<file path="config.mk">
export PLATFORM = sky130hd
export DESIGN_NAME = jtdd_adpcm_romarb
export DESIGN_NICKNAME = d
export VERILOG_FILES = /design/src/rtl/jtdd_adpcm_romarb.sv
export SDC_FILE = /design/constraint.sdc
export NUM_CORES = 1
export LEC_CHECK = 0
export BUFFER_PORTS_ARGS = -buffer_cell sky130_fd_sc_hd__buf_2
export CAP_MARGIN = 20
export CELL_PAD_IN_SITES_DETAIL_PLACEMENT = 1
export CELL_PAD_IN_SITES_GLOBAL_PLACEMENT = 1
export CORE_ASPECT_RATIO = 1.1
export CORE_MARGIN = 2
export CORE_UTILIZATION = 41
export CTS_CLUSTER_SIZE = 24
export DETAILED_ROUTE_END_ITERATION = 16
export GPL_TIMING_DRIVEN = 0
export PLACE_DENSITY = 0.94
export SYNTH_ARGS = -nofsm -noshare
export SYNTH_HDL_FRONTEND = slang
export SYNTH_SLANG_ARGS = --single-unit
</file>
<file path="constraint.sdc">
create_clock -name clk -period 3.1 [get_ports clk]
set_clock_uncertainty 0.05 [all_clocks]
set_input_delay 0.31 -clock clk [delete_from_list [all_inputs] [get_ports clk]]
set_output_delay 0.31 -clock clk [all_outputs]
set_load 0.05 [all_outputs]
</file>
<file path="src/rtl/jtdd_adpcm_romarb.sv">
// jtdd_adpcm_romarb: round-robin arbiter sharing one ADPCM ROM port between two cached channels
//   Ports: clk, rst (sync, active-high)
//          chN_addr/chN_cs in, chN_data/chN_ok out -- per-channel one-entry cache
//          rom_addr/rom_cs out, rom_data/rom_ok in  -- shared ROM slot, rom_addr MSB = grant
//   Optional macro JTDD_ROMARB_TOUT_EN: abort a fetch after TOUT WAIT cycles and cache 8'h88
module jtdd_adpcm_romarb #(
  parameter int AW   = 16,
  parameter int TOUT = 255
) (
  input  logic          clk,
  input  logic          rst,
  input  logic [AW-1:0] ch0_addr,
  input  logic          ch0_cs,
  output logic [7:0]    ch0_data,
  output logic          ch0_ok,
  input  logic [AW-1:0] ch1_addr,
  input  logic          ch1_cs,
  output logic [7:0]    ch1_data,
  output logic          ch1_ok,
  output logic [AW:0]   rom_addr,
  output logic          rom_cs,
  input  logic [7:0]    rom_data,
  input  logic          rom_ok
);
  typedef enum logic {IDLE, WAIT} state_t;
  state_t              state_q, state_d;
  logic                first_q, first_d;
  logic                grant_q, grant_d;
  logic                last_q, last_d;
  logic [AW-1:0]       req_q, req_d;
  logic                rom_cs_q, rom_cs_d;
  logic [AW:0]         rom_addr_q, rom_addr_d;
  logic [1:0]          valid_q, valid_d;
  logic [1:0][AW-1:0]  caddr_q, caddr_d;
  logic [1:0][7:0]     cdata_q, cdata_d;
  logic [1:0]          hit, miss;
  logic                pick, accept, tout;
  assign hit[0]   = valid_q[0] && caddr_q[0] == ch0_addr;
  assign hit[1]   = valid_q[1] && caddr_q[1] == ch1_addr;
  assign miss     = {ch1_cs, ch0_cs} & ~hit;
  assign pick     = &miss ? !last_q : miss[1];
  // the slot may still show the previous fetch's ok on the first WAIT cycle
  assign accept   = state_q == WAIT && !first_q && rom_ok;
  assign ch0_ok   = ch0_cs && hit[0];
  assign ch1_ok   = ch1_cs && hit[1];
  assign ch0_data = cdata_q[0];
  assign ch1_data = cdata_q[1];
  assign rom_cs   = rom_cs_q;
  assign rom_addr = rom_addr_q;
`ifdef JTDD_ROMARB_TOUT_EN
  logic [7:0] cnt_q, cnt_d;
  logic       tout_flag_q, tout_flag_d;
  assign tout = state_q == WAIT && !accept && cnt_q == 8'(TOUT);
  always_comb begin
    cnt_d       = state_q == WAIT ? cnt_q + 8'd1 : 8'd0;
    tout_flag_d = tout_flag_q | tout;
  end
  always_ff @(posedge clk) begin
    if (rst) begin
      cnt_q       <= '0;
      tout_flag_q <= 1'b0;
    end else begin
      cnt_q       <= cnt_d;
      tout_flag_q <= tout_flag_d;
    end
  end
`else
  assign tout = 1'b0;
`endif
  always_comb begin
    state_d    = state_q;
    first_d    = 1'b0;
    grant_d    = grant_q;
    last_d     = last_q;
    req_d      = req_q;
    rom_cs_d   = rom_cs_q;
    rom_addr_d = rom_addr_q;
    valid_d    = valid_q;
    caddr_d    = caddr_q;
    cdata_d    = cdata_q;
    if (state_q == IDLE) begin
      if (|miss) begin
        grant_d    = pick;
        last_d     = pick;
        req_d      = pick ? ch1_addr : ch0_addr;
        rom_addr_d = {pick, req_d};
        rom_cs_d   = 1'b1;
        first_d    = 1'b1;
        state_d    = WAIT;
      end
    end else if (accept || tout) begin
      caddr_d[grant_q] = req_q;
      cdata_d[grant_q] = accept ? rom_data : 8'h88;
      valid_d[grant_q] = 1'b1;
      rom_cs_d         = 1'b0;
      state_d          = IDLE;
    end
  end
  always_ff @(posedge clk) begin
    if (rst) begin
      state_q    <= IDLE;
      first_q    <= 1'b0;
      grant_q    <= 1'b0;
      last_q     <= 1'b1;
      req_q      <= '0;
      rom_cs_q   <= 1'b0;
      rom_addr_q <= '0;
      valid_q    <= '0;
      caddr_q    <= '0;
      cdata_q    <= '0;
    end else begin
      state_q    <= state_d;
      first_q    <= first_d;
      grant_q    <= grant_d;
      last_q     <= last_d;
      req_q      <= req_d;
      rom_cs_q   <= rom_cs_d;
      rom_addr_q <= rom_addr_d;
      valid_q    <= valid_d;
      caddr_q    <= caddr_d;
      cdata_q    <= cdata_d;
    end
  end
endmodule

</file>
==> metrics.csv, run 1 <==
metric,value,unit
maxCapViolCount,0,
cts_tree,done,
startpoint_type,flip-flop,
io_buffers,79,
pin_count,81,
rows,33,
clkPwrFrac,0.353,
worst_slew_pin_slew,662.5,ps
synth_area,3169,sq um
antenna_left,0,
dr.pass1.iters,4,
synth-seq-cells,71,
slew_headroom,0.5584,
cts_sinks,71,
p_total,2.166,mW
dominantRegCellSynth,dfxtp_1,
nets,523,
start_util,0.4241,
synthTopCellsByCount,"99 x nand2_1, 71 x dfxtp_1, 51 x a21oi_1",
crit_arrival,2280,ps
hpwl,7791,um
grt_pass1_wl,17390,um
die_x,87.83,um
worst-path-max-fanout,4,
remaining_drc_errors,0,
htreeDepth,3,
path_class,reg2out,
die_area,8450,sq um
fp.dieH,96.21,um
place_congestion,0.8605,
clockRootBuffer,clkbuf_8,
synth_area_leaders,"dfxtp_1 45%, nand2_1 12%, a21oi_1 8.1%",
post_cts_buffers,0,
status,finished clean,
coreArea,7473,sq um
power_density,556.6,nW/um^2
synthesis.nets,433,
period_share,0.8510,
vdd_drop_max,0.0002639,V
finalHoldViolCount,0,
p_seq_frac,0.458,
wl,10960,um
setup_viol,0,
netlist.area_leader.share,0.4485,
clkTransAtPathRegs,90,ps
gr-total-overflow,0,
synth-edff-count,0,
final.setup.tns,0,ps
n_fill_cell,957,
synth_async_sr_flop_share,0,
postSynthAreaPerCell,8.168,sq um
finalNonFillerCells,588,
yosysMostFrequentCell,nand2_1,
post-route-util,0.5208,
dp_cells,572,
drt_iter0_drc,132,
cp.required,2740,ps
vias_per_cell,5.519,
clk_path_buf_depth,2,
dpl-instance-area,3696,sq um
finalWorstSetupSlack,462.0,ps
grt_setup_unrepaired,no,
netlist_instances,388,
routedWlPerCell,18.65,um
endpoint_kind,primary output,
vias,3245,
antenna_cells,0,
layout_min_cycle_time,2638,ps
leakage,1.551,nW
combPwrFrac,0.190,
clock.fmax,379.1,MHz
cellInternalPower,1.450,mW
drv_slew,0,
cts_buffers,9,
drive_gt1_frac,0.2422,
grt_max_degree,14,
insertion_delay,370,ps
grt_usage,0.2737,
synth.distinct_cells,36,
postCtsHoldBufs,0,
pre_cts_slack,416.5,ps
yosys.area.top_type,dfxtp_1,
cts_resized,0,
yosysWarnings,0,
fin_hold_ws,130.3,ps
fin_area,3892,sq um
sw_frac_of_total,0.3307,
p_switching,0.7165,mW
yosysSeqAreaShare,0.4485,
antenna_found_initial,0,
area_growth,22.82,%
worst_hold_path_type,in2reg,
grt_pass1_vias,3479,
[per-layer routing]
layer | GRT usage | wire, um | vias to the layer above
li1 | - | - | 1514
met1 | 0.3202 | 4486 | 1572
met2 | 0.4672 | 5430 | 132
met3 | 0.06089 | 756 | 27
met4 | 0.1397 | 292 | 0
met5 | 0 | 0 | -
[power groups by stage]
stage,registers [mW],clock network (mW),logic [mW]
floorplan,1.10,0,0.172
global placement,1.01,0,0.394
detailed placement,1.01,0,0.405
CTS,0.990,0.763,0.409
global route,0.996,0.797,0.438
finish,0.992,0.764,0.411
[registers in the layout, indices dropped and copies added, names as in the netlist]
signal / flops
caddr_q: 32
ch0_data: 8
ch1_data: 8
first_q: 1
grant_q: 1
last_q: 1
req_q: 15
rom_addr: 1
rom_cs: 1
state_q: 1
valid_q: 2
[final cells by class]
| class | instances | area (sq um) | area share |
|---|---|---|---|
| well taps | 105 | 131.4 | 0.03375 |
| multi-input cells | 283 | 1559 | 0.4005 |
| inverters | 5 | 18.77 | 0.004822 |
| flip-flops and latches | 71 | 1421 | 0.3652 |
| plain buffers | 29 | 170.2 | 0.04372 |
| repair buffers | 79 | 395.4 | 0.1016 |
| clock buffers | 9 | 123.9 | 0.03182 |
| clock inverters | 7 | 72.57 | 0.01864 |
[path summary, 6_finish.rpt]
kind / startpoint / to / slack (ps) / cells after the start
worst min register to register: ch0_data[7] / ch0_data[7] / 410 / 2
worst max-delay path: caddr_q[31] / ch1_ok / 460 / 5
worst max register to register: caddr_q[31] / req_q[11] / 570 / 7
worst min-delay path: rom_data[0] / ch0_data[0] / 130 / 3
[cell families (layout without fill, tap and decap cells)]
group                     Yosys count  after routing  synth area share
and+or+nand+nor                   158            158            0.2183
AOI/OAI and AO/OA                  93             93            0.1852
buffers and inverters              34            129           0.05961
DFF                                71             71            0.4485
xor gates and xnor gates           32             32           0.08843
[worst max-delay path: stages, from the launching register on]
cell,delay [ps]
dfxtp_1,330
xor2_1,170
nor4_1,500
nand4_1,340
nor3_1,270
buf_2,300
[cell usage in the layout (no fill, tap or decap), drive strengths merged]
| cell type | Yosys | layout |
|---|---|---|
| nand2 | 99 | 99 |
| buf | 15 | 94 |
| dfxtp | 71 | 71 |
| a21oi | 51 | 51 |
| clkbuf | 14 | 23 |
| nor3 | 20 | 20 |
| o21ai | 19 | 19 |
| xnor2 | 17 | 17 |
| nand3 | 17 | 17 |
| a311oi | 16 | 16 |
| xor2 | 15 | 15 |
| nor2 | 9 | 9 |
| inv | 5 | 6 |
| nand4 | 4 | 4 |
| nor4 | 4 | 4 |
| clkinv | 0 | 3 |
| clkinvlp | 0 | 2 |
| and2 | 1 | 1 |
| and3 | 1 | 1 |
| or3 | 1 | 1 |
| or2 | 1 | 1 |
| nand2b | 1 | 1 |
| a211o | 1 | 1 |
| o21a | 1 | 1 |
| a21o | 1 | 1 |
| o211a | 1 | 1 |
| a211oi | 1 | 1 |
| o21ba | 1 | 1 |
| a221o | 1 | 1 |
| bufinv | 0 | 1 |
Power figures use the tool's default switching activity.
==> inputs of run 2 (changes only) <==
==> constraint.sdc (replaced) <==
create_clock -name clk -period 3.1 [get_ports clk]
set_clock_uncertainty 0.05 [all_clocks]
set_input_delay 0.31 -clock clk [delete_from_list [all_inputs] [get_ports clk]]
set_output_delay 0.31 -clock clk [all_outputs]
set_load 0.1 [all_outputs]
==> metrics.csv, run 2 (same netlist as run 1, synthesis figures left out) <==
metric,value,unit
grt_usage,0.2770,
crit_path_end,ch1_ok,
p_switching,0.8053,mW
clkTransAtPathRegs,80,ps
post_cts_buffers,0,
top_regs,"caddr_q x32, req_q x15",
most-common-layout-cells,"99 x nand2_1, 85 x buf_2, 71 x dfxtp_1, 51 x a21oi_1, 18 x nor3_1",
crit_arrival,2470,ps
worst-path-max-fanout,4,
combPwrFrac,0.225,
fp.dieH,96.21,um
wl_met1,4515,um
antenna_cells,0,
drt_iter0_drc,144,
start_util,0.4241,
area_growth,23.25,%
maxCapViolCount,0,
die_area,8450,sq um
crit_cells,5,
worstPathCellList,xor2_1 -> nor4_1 -> nand4_1 -> nor3_2 -> buf_2,
cts_tree,done,
p_total,2.335,mW
hpwl,7999,um
layout_commonest_cell,nand2_1,
worstReg2RegStart,caddr_q[31],
io_buffers,79,
wl_met2,5712,um
r2r_setup_slack,480,ps
postCtsHoldBufs,0,
layout_min_cycle_time,2834,ps
power_density,597.7,nW/um^2
rr_endpoint,req_q[6],
antenna_found_initial,0,
cts_resized,0,
vdd_drop_max,0.0002522,V
dr.pass1.iters,4,
cts_sinks,71,
clock.fmax,352.8,MHz
remaining_drc_errors,0,
clkPwrFrac,0.350,
cellInternalPower,1.529,mW
leakage,1.560,nW
vias,3264,
r2r_cells,7,
slew_headroom,0.5609,
vias_per_cell,5.551,
crit_buf_inv,1,
finalHoldViolCount,0,
grt_pass1_wl,17440,um
n_fill_cell,963,
whs_path_depth,3,
grt_pass1_vias,3454,
antenna_left,0,
grt_max_degree,12,
routedWlPerCell,19.05,um
endpoint_kind,primary output,
final.setup.tns,0,ps
top_layer,met4,
wl,11200,um
p_seq_frac,0.424,
wl_met3,746,um
path_class,reg2out,
drv_slew,0,
setup_viol,0,
insertion_delay,360,ps
status,finished clean,
clk_path_buf_depth,2,
pin_count,81,
crit_start,caddr_q[31],
worst_slew_pin_slew,658.7,ps
die_x,87.83,um
sw_frac_of_total,0.3449,
htreeDepth,3,
drive_gt1_frac,0.2381,
place_congestion,0.8076,
nets,523,
cp.required,2740,ps
startpoint_type,flip-flop,
gr-total-overflow,0,
critPathSlowestCell,nor4_1,
period_share,0.9142,
grt_setup_unrepaired,no,
worst_hold_path_type,in2reg,
cts_buffers,9,
rows,33,
largest_reg_flops,32,
top_register,caddr_q,
crit_family,simple AND/OR/NAND/NOR gates,
coreArea,7473,sq um
clockRootBuffer,clkbuf_8,
crit_path_max_incr_delay,550,ps
-- run 2: worst min path at each step --
stage	from	endpoint	slack (ps)
floorplan	valid_q[0]	valid_q[0]	380
global placement	ch1_data[2]	ch1_data[2]	390
detailed placement	ch1_data[6]	ch1_data[6]	400
CTS	rom_data[7]	ch0_data[7]	140
global route	rom_data[1]	ch0_data[1]	160
finish	rom_data[7]	ch1_data[7]	140
-- run 2: worst register-to-register path: cells and delay by family (launching register included) --
kind	cells	cell delay [ps]
AND/OR/NAND/NOR	2	940
AO/OA/AOI/OAI	3	850
flip-flops	1	330
buffers and inverters	1	200
XOR/XNOR	1	170
-- run 2: power by group through the flow --
stage | logic (mW) | registers (mW) | clock network [mW]
2_1_floorplan | 0.175 | 1.21 | 0
3_3_place_gp | 0.507 | 1.01 | 0
3_5_place_dp | 0.520 | 1.01 | 0
4_1_cts | 0.524 | 0.991 | 0.813
5_1_grt | 0.551 | 0.997 | 0.852
6_report | 0.526 | 0.991 | 0.818
-- run 2: cell type report --
| cell class | instances | area, sq um | area share |
|---|---|---|---|
| buffer | 29 | 170.2 | 0.04356 |
| clock buffer | 12 | 135.1 | 0.03459 |
| clock inverter | 4 | 70.07 | 0.01794 |
| inverter | 5 | 18.77 | 0.004805 |
| multi-input combinational | 283 | 1564 | 0.4004 |
| sequential | 71 | 1421 | 0.3639 |
| tap | 105 | 131.4 | 0.03363 |
| timing repair buffer | 79 | 395.4 | 0.1012 |
-- run 2: layer usage --
layer | global-route usage | vias up
li1 | - | 1507
met1 | 0.3200 | 1629
met2 | 0.4861 | 106
met3 | 0.06432 | 22
met4 | 0.1205 | 0
met5 | 0 | -
-- run 2: per-stage QoR --
stage	hold WS [ps]	std cells	utilization	cell area, sq um	setup slack, ps
final	139.7	588	0.5227	3906	265.8
after CTS	140.9	588	0.5227	3906	217.5
after global placement	390.6	572	0.4952	3701	545.4
after detailed placement	401.4	572	0.4952	3701	368.1
after floorplan	383.2	388	-	3174	520.6
after global routing	159.0	588	0.5227	3906	214.4
